**config.mk**
```make
export PLATFORM = sky130hd
export DESIGN_NAME = kernel_launcher
export DESIGN_NICKNAME = d
export VERILOG_FILES = /design/src/rtl/kernel_launcher.sv
export SDC_FILE = /design/constraint.sdc
export NUM_CORES = 1
export LEC_CHECK = 0
export BUFFER_PORTS_ARGS = -buffer_cell sky130_fd_sc_hd__buf_2
export CELL_PAD_IN_SITES_DETAIL_PLACEMENT = 1
export CELL_PAD_IN_SITES_GLOBAL_PLACEMENT = 1
export CORE_ASPECT_RATIO = 0.9
export CORE_MARGIN = 8
export CORE_UTILIZATION = 45
export CTS_CLUSTER_SIZE = 12
export DETAILED_ROUTE_END_ITERATION = 8
export PLACE_DENSITY = 0.95
export REMOVE_ABC_BUFFERS = 1
export SLEW_MARGIN = 20
export SYNTH_ARGS = -nofsm -noshare
export SYNTH_HDL_FRONTEND = slang
export SYNTH_SLANG_ARGS = --single-unit
```
**constraint.sdc**
```tcl
create_clock -name clk -period 4.2 [get_ports clk]
set_input_delay 0.21 -clock clk [delete_from_list [all_inputs] [get_ports clk]]
set_output_delay 0.21 -clock clk [all_outputs]
set_load 0.01 [all_outputs]
```
**src/rtl/kernel_launcher.sv**
```systemverilog
// Batch initiator for a start/ready/done kernel: issues num_jobs runs, watchdogs each one, pulses all_done.
// Optional busy-cycle counter on perf_cycles is built when LAUNCH_PERF_EN is defined.
module kernel_launcher #(
    parameter int JOB_CNT_W      = 8,
    parameter int TIMEOUT_CYCLES = 64,
    parameter int TIMEOUT_W      = 8
) (
    input  logic                 clk,
    input  logic                 rst,
    input  logic                 go,
    input  logic [JOB_CNT_W-1:0] num_jobs,
    output logic                 busy,
    output logic                 all_done,
    output logic                 timeout_err,
    output logic [JOB_CNT_W-1:0] jobs_completed,
    output logic                 kernel_start,
    input  logic                 kernel_ready,
    input  logic                 kernel_done,
    output logic [15:0]          perf_cycles
);

    localparam logic [2:0] IDLE      = 3'd0;
    localparam logic [2:0] WAIT_RDY  = 3'd1;
    localparam logic [2:0] ISSUE     = 3'd2;
    localparam logic [2:0] WAIT_ACK  = 3'd3;
    localparam logic [2:0] WAIT_DONE = 3'd4;
    localparam logic [2:0] FINISH    = 3'd5;
    localparam logic [2:0] ERROR     = 3'd6;

    logic [2:0]           state;
    logic [2:0]           next_state;
    logic [JOB_CNT_W-1:0] remaining;
    logic [TIMEOUT_W-1:0] wdog;
    logic                 accept_go;
    logic                 complete;
    logic                 wdog_expired;

    // Kernel handshake: a one-cycle kernel_start is accepted when the kernel drops
    // kernel_ready; the run is finished when kernel_ready and kernel_done are both high.
    assign accept_go    = go && ((state == IDLE) || (state == ERROR));
    assign complete     = (state == WAIT_DONE) && kernel_ready && kernel_done;
    assign wdog_expired = (wdog == TIMEOUT_W'(TIMEOUT_CYCLES - 1));

    always_comb begin
        next_state = state;
        case (state)
            IDLE, ERROR: begin
                if (go) begin
                    if (num_jobs == '0)    next_state = FINISH;
                    else if (kernel_ready) next_state = ISSUE;
                    else                   next_state = WAIT_RDY;
                end
            end
            WAIT_RDY:  if (kernel_ready) next_state = ISSUE;
            ISSUE:     next_state = WAIT_ACK;
            // Ready still high here is left over from the previous run, not a completion.
            WAIT_ACK: begin
                if (!kernel_ready)     next_state = WAIT_DONE;
                else if (wdog_expired) next_state = ERROR;
            end
            WAIT_DONE: begin
                if (complete)          next_state = (remaining == JOB_CNT_W'(1)) ? FINISH : ISSUE;
                else if (wdog_expired) next_state = ERROR;
            end
            FINISH:    next_state = IDLE;
            default:   next_state = IDLE;
        endcase
    end

    always_ff @(posedge clk or negedge rst) begin
        if (!rst) begin
            state          <= IDLE;
            remaining      <= '0;
            jobs_completed <= '0;
            timeout_err    <= 1'b0;
            wdog           <= '0;
        end else begin
            state <= next_state;

            if (accept_go) begin
                remaining      <= num_jobs;
                jobs_completed <= '0;
                timeout_err    <= 1'b0;
            end else begin
                if (complete) begin
                    remaining      <= remaining - JOB_CNT_W'(1);
                    jobs_completed <= jobs_completed + JOB_CNT_W'(1);
                end
                if ((next_state == ERROR) && (state != ERROR)) timeout_err <= 1'b1;
            end

            // Watchdog restarts on every state change and counts dwell time in the wait states.
            if (next_state != state)
                wdog <= '0;
            else if ((state == WAIT_ACK) || (state == WAIT_DONE))
                wdog <= wdog + TIMEOUT_W'(1);
        end
    end

    assign busy         = (state != IDLE) && (state != ERROR);
    assign all_done     = (state == FINISH);
    assign kernel_start = (state == ISSUE);

`ifdef LAUNCH_PERF_EN
    logic [15:0] perf_q;

    always_ff @(posedge clk or negedge rst) begin
        if (!rst)
            perf_q <= '0;
        else if (accept_go)
            perf_q <= '0;
        else if (busy && (perf_q != 16'hFFFF))
            perf_q <= perf_q + 16'd1;
    end

    assign perf_cycles = perf_q;
`else
    assign perf_cycles = 16'h0000;
`endif

endmodule

```
* After elaboration in Yosys (flattened, before gate mapping) *
Cells that the tools add are included.

word-level totals
  word-level logic and storage cells = 50
  output and inout port bits = 28
  register bits after elaboration = 28

cells by class
  $add $sub $neg = 3
  equality and inequality tests = 11
  mux-type cells = 17
  reduce and logical (&&, ||, !) cells = 14

operator list
  operator                                           number
  two-way mux 8 bit                                  6
  two-way mux 3 bit                                  7
  adder 8 x 1 -> 8 bit (second input constant)       2
  one-hot mux 3 bit (5 select lines)                 1
  == test 3 bit (second input constant)              4
  == test 8 x 1 -> 1 bit (second input constant)     1
  == test 8 x 6 -> 1 bit (second input constant)     1
  logical NOT 8 bit                                  1
  subtractor 8 x 1 -> 8 bit (second input constant)  1
  == test 3 x 2 -> 1 bit (second input constant)     2
  nonzero test 2 bit                                 3
  logical AND 1 bit                                  5
  == test 3 x 1 -> 1 bit (second input constant)     1
  logical NOT 3 bit                                  1
  inequality test 3 bit                              1
  inequality test 3 bit (second input constant)      1
  nonzero test 3 bit                                 1
  logical OR 1 bit                                   2
  two-way mux 1 bit                                  2
  two-way mux 2 bit                                  1
  OR reduction 2 bit                                 1

* Logic depth before layout (Yosys ltp) *
  word-level depth = 9
  depth in mapped cells = 8
  gate-level depth less buffers = 6

* Worst setup path after synthesis *
Ideal clock, no wire load.

  kind = flip-flop to flip-flop
  start point = register wdog[0]
  end point = register wdog[0]
  buffers on the path = 0
  period minus slack after synthesis = 1.975 ns
  setup slack = 2.225 ns
  arrival time = 1.830 ns
  library setup time = 0.144 ns
  required time = 4.056 ns
  stages on the path, launching flop included = 7
  path through = dfrtp_1 > ha_1 > nand2_1 > nor4b_4 > o311ai_0 > mux2i_1 > nor4_1

between the ends
  word-level cells in the longest chain between the ends = 6

ends and longest elaborated chain
  item                                                     RTL line  source
  start: declaration                                       33        logic [TIMEOUT_W-1:0] wdog;
  start signal: assignment                                 96        wdog <= wdog + TIMEOUT_W'(1);
  == test 8 x 6 -> 1 bit                                   42        assign wdog_expired = (wdog == TIMEOUT_W'(TIMEOUT_CYCLES - 1));
  two-way mux 3 bit                                        59, 63
  two-way mux 3 bit (on tied branches)                     62, 58
  one-hot mux 3 bit (5 select lines)                       46        case (state)
  inequality test 3 bit                                    93        if (next_state != state)
  two-way mux 8 bit or nonzero test 2 bit (tied branches)  n/a

Parallel ways exist; a longest one is shown, timed or not. The select of a mux whose other input is x is not followed.
A chain may end at the register's enable or synchronous reset.

* Worst setup path in the final report *
  start point = register state[0]
  end point = register wdog[2]

between the ends
  word-level cells in the longest chain between the ends = 7

ends and longest elaborated chain
  item                                                     RTL line    source
  start: declaration                                       30          logic [2:0] state;
  start signal: assignment                                 78          state <= next_state;
  == test 3 bit                                            41, 46, 95
  logical AND 1 bit (2 in series)                          41          assign complete = (state == WAIT_DONE) && kernel_ready && kernel_done;
  two-way mux 3 bit                                        62          if (complete) next_state = (remaining == JOB_CNT_W'(1)) ? FINISH : ISSUE;
  one-hot mux 3 bit (5 select lines)                       46
  inequality test 3 bit                                    93
  two-way mux 8 bit or nonzero test 2 bit (tied branches)  n/a

Parallel ways exist; a longest one is shown, timed or not.

==> results by group <==
GRT
  • Vias in the first global route: 1549
  • Initial antenna violation count: 0
  • Largest net degree at the start of global routing: 29
  • First-pass GRT wire length: approximately 7700 um
  • Gr ovfl total: 0
  • Total GRT Usage: 14.1%

Die
  • Die Y: ~80 um
  • Die width: approximately 85 um
  • Initial Util: between 40% and 50%
  • Top Ports: 41
  • Full die area: around 6600 um^2
  • Area of the core: a little over 4000 um^2
  • Row Count: 22

Finish
  • Commonest cells after routing, fill and taps aside: dfrtp_1 (28), buf_2 (24), conb_1 (16)
  • Antenna diodes: 0
  • Final core utilization: 49.8%
  • Fraction of layout cells with a size suffix above 1: 22.6%
  • Fin nets: roughly 240
  • Most common cell after layout, fill and taps aside: dfrtp_1
  • Area Growth Syn to Fin: 6.32%

Timing
  • Fin Setup TNS: 0 ns
  • Post-route clock period utilization: approximately 63%
  • RSZ-0062 raised after global routing: no
  • Relative slew slack: 46.0%
  • Worst Tran Pin Value: 0.788 ns
  • Final Critical Period: roughly 2.6 ns
  • Final Max Slew Viols: 0
  • Highest clock rate: ~380 MHz
  • Final hold violation count: 0
  • Final Skew: 0.0121 ns
  • Final setup viols: 0

Power and ir drop
  • PwrDens: between 500 and 600 nW/um^2
  • Maximum vdd drop: between 0.0002 and 0.0003 V
  • Leakage: 0.915 nW
  • Tot Pwr: roughly 1.1 mW

Run
  • Max_cap viols: 0

Worst hold path
  • HP Class: input pin to register
  • Min-delay src: num_jobs[4]

Detailed routing
  • Drt drc: 0
  • Routed WL: 4640 um
  • WL/cell: ~18 um
  • 1st-iter DRT viols: 68
  • Final ANT Viol Nets: 0
  • Routed via count: approximately 1.5k
  • Vias per cell: 5.67
  • First-pass iteration count of the detailed router: 4

Synth
  • Synthesized area: 1920 um^2
  • Async set-reset flop share out of synthesis: 100%
  • Syn avg cell area: a little under 10 um^2
  • Post-synthesis sequential area ratio: 36.5%
  • Synth unique cells: just under 60
  • Post-synth EDFFs: 0
  • Cells after Synth: between 150 and 200
  • Synth area leader: dfrtp_1
  • Yosys top cell area share: around 36%
  • Main flop type after synthesis: dfrtp_1
  • Area contributors post-synth: dfrtp_1 (36%), buf_4 (6.3%), xor2_1 (5.0%)
  • FF+latch count, synth: 28
  • Yosys warns: 0

Setup path
  • Reg2reg start: state[0]
  • Crit. End Element: register
  • CP startpoint: state[0]
  • Worst EP required: approximately 4.3 ns
  • Setup CP Type: register to register
  • Crit Path Max Fanout: 19
  • CP arrival: 2.75 ns
  • Startpoint Class: register

CTS
  • H-tree Lvls: 1
  • Clk slew on worst S/H paths: ~0.1 ns
  • Resized cells post-CTS: 0
  • Post-CTS setup buffers: 0
  • Clk_lat worst skew: approximately 0.28 ns
  • CTS tree: built
  • Inserted Clock Buffers: 3
  • Clock Root Buffer: clkbuf_8
  • Clk sinks: 28
  • Longest Clk Path Bufs: 2

Place
  • GPL Wtd Cong: ~0.82
  • I/O Buffers: 24
  • Post-DP HPWL: between 3000 and 4000 um

Run status
  • Status: complete, no violations
[registers in the layout, summed over array words and instances, names as in the netlist]
register        cells
jobs_completed      8
remaining           8
wdog                8
state               3
timeout_err         1
[synth_stat cells, drive strengths merged (2+ instances only)]
cell type	n
or2	2
nand3	8
a221oi	2
nor4	9
xnor2	7
and3	3
nor3	2
nand2b	2
a21oi	4
nand2	14
clkbuf	2
a22o	2
dfrtp	28
o311ai	2
nand4	4
or2b	2
a21o	2
nand3b	3
o21ai	6
buf	22
a221o	3
mux2i	3
or4	2
ha	4
and2b	2
or3b	2
or4b	2
nor2	17
inv	4
nor4b	4
xor2	11
[cell families (layout without fill, tap and decap cells)]
| kind of cell | Yosys count | after routing | share of synthesized area [%] |
|---|---|---|---|
| AO/OA/AOI/OAI | 30 | 30 | 11.9 |
| buffers and inverters | 28 | 34 | 10.6 |
| flip-flops | 28 | 28 | 36.5 |
| XOR/XNOR | 18 | 18 | 8.21 |
| other | 1 | 16 | 0.195 |
| adder cells (fa/ha/maj) | 4 | 4 | 2.61 |
| AND/OR/NAND/NOR | 83 | 83 | 27.9 |
| multiplexers | 4 | 4 | 2.15 |
[final cells by class]
| cell class | count | area [um^2] |
|---|---|---|
| Clock buffer | 4 | 55.1 |
| Fill cell | 493 | 2060 |
| Tap cell | 48 | 60.1 |
| Inverter | 4 | 15.0 |
| Timing Repair Buffer | 26 | 138 |
| Sequential cell | 28 | 701 |
| Multi-Input combinational cell | 155 | 1070 |
[through the flow]
stage	std cells	hold WS [ns]	worst slack, ns	area [um^2]
finish	265	0.145	1.57	2040
global route	265	0.145	1.39	2040
CTS	265	0.148	1.57	2040
detailed placement	260	0.271	1.61	1980
global placement	260	0.254	1.81	1980
floorplan	187	-0.0856	1.42	1790
[report_power, final]
group	internal (mW)	switching (mW)
Combinational	0.227	0.302
Clock	0.0840	0.0815
Sequential	0.334	0.116
Total	0.645	0.500
[worst paths after layout]
path	to	slack [ns]	cells after the start
min	remaining[4]	0.14	3
min in group asynchronous	jobs_completed[6]	0.48	2
max in group asynchronous	wdog[6]	3.29	2
min reg2reg	timeout_err	0.50	1
max reg2reg	wdog[2]	1.57	5
max	wdog[2]	1.57	5
[per-layer routing]
layer / track usage [%] / routed length (um) / vias up
met3: 3.89 / 225 / 4
met2: 24.7 / 2430 / 31
met1: 17.0 / 1970 / 744
li1: - / - / 723
met5: 0 / 0 / -
met4: 2.31 / 21 / 0
[timing repair]
item | 4_1_cts | 5_1_grt
hold buffers | 1 | 0
setup endpoints to repair | 0 | 0
endpoints found under the hold margin | 28 | 0
[worst max-delay path, cell delays in order, from the launching register on]
cell and delay [ns]:
dfrtp_1 0.59, or3b_1 0.62, nor2_4 0.34, a221oi_1 0.15
mux2i_1 0.63, nor4_1 0.13
Note: power is estimated with default switching activity, not from simulation.
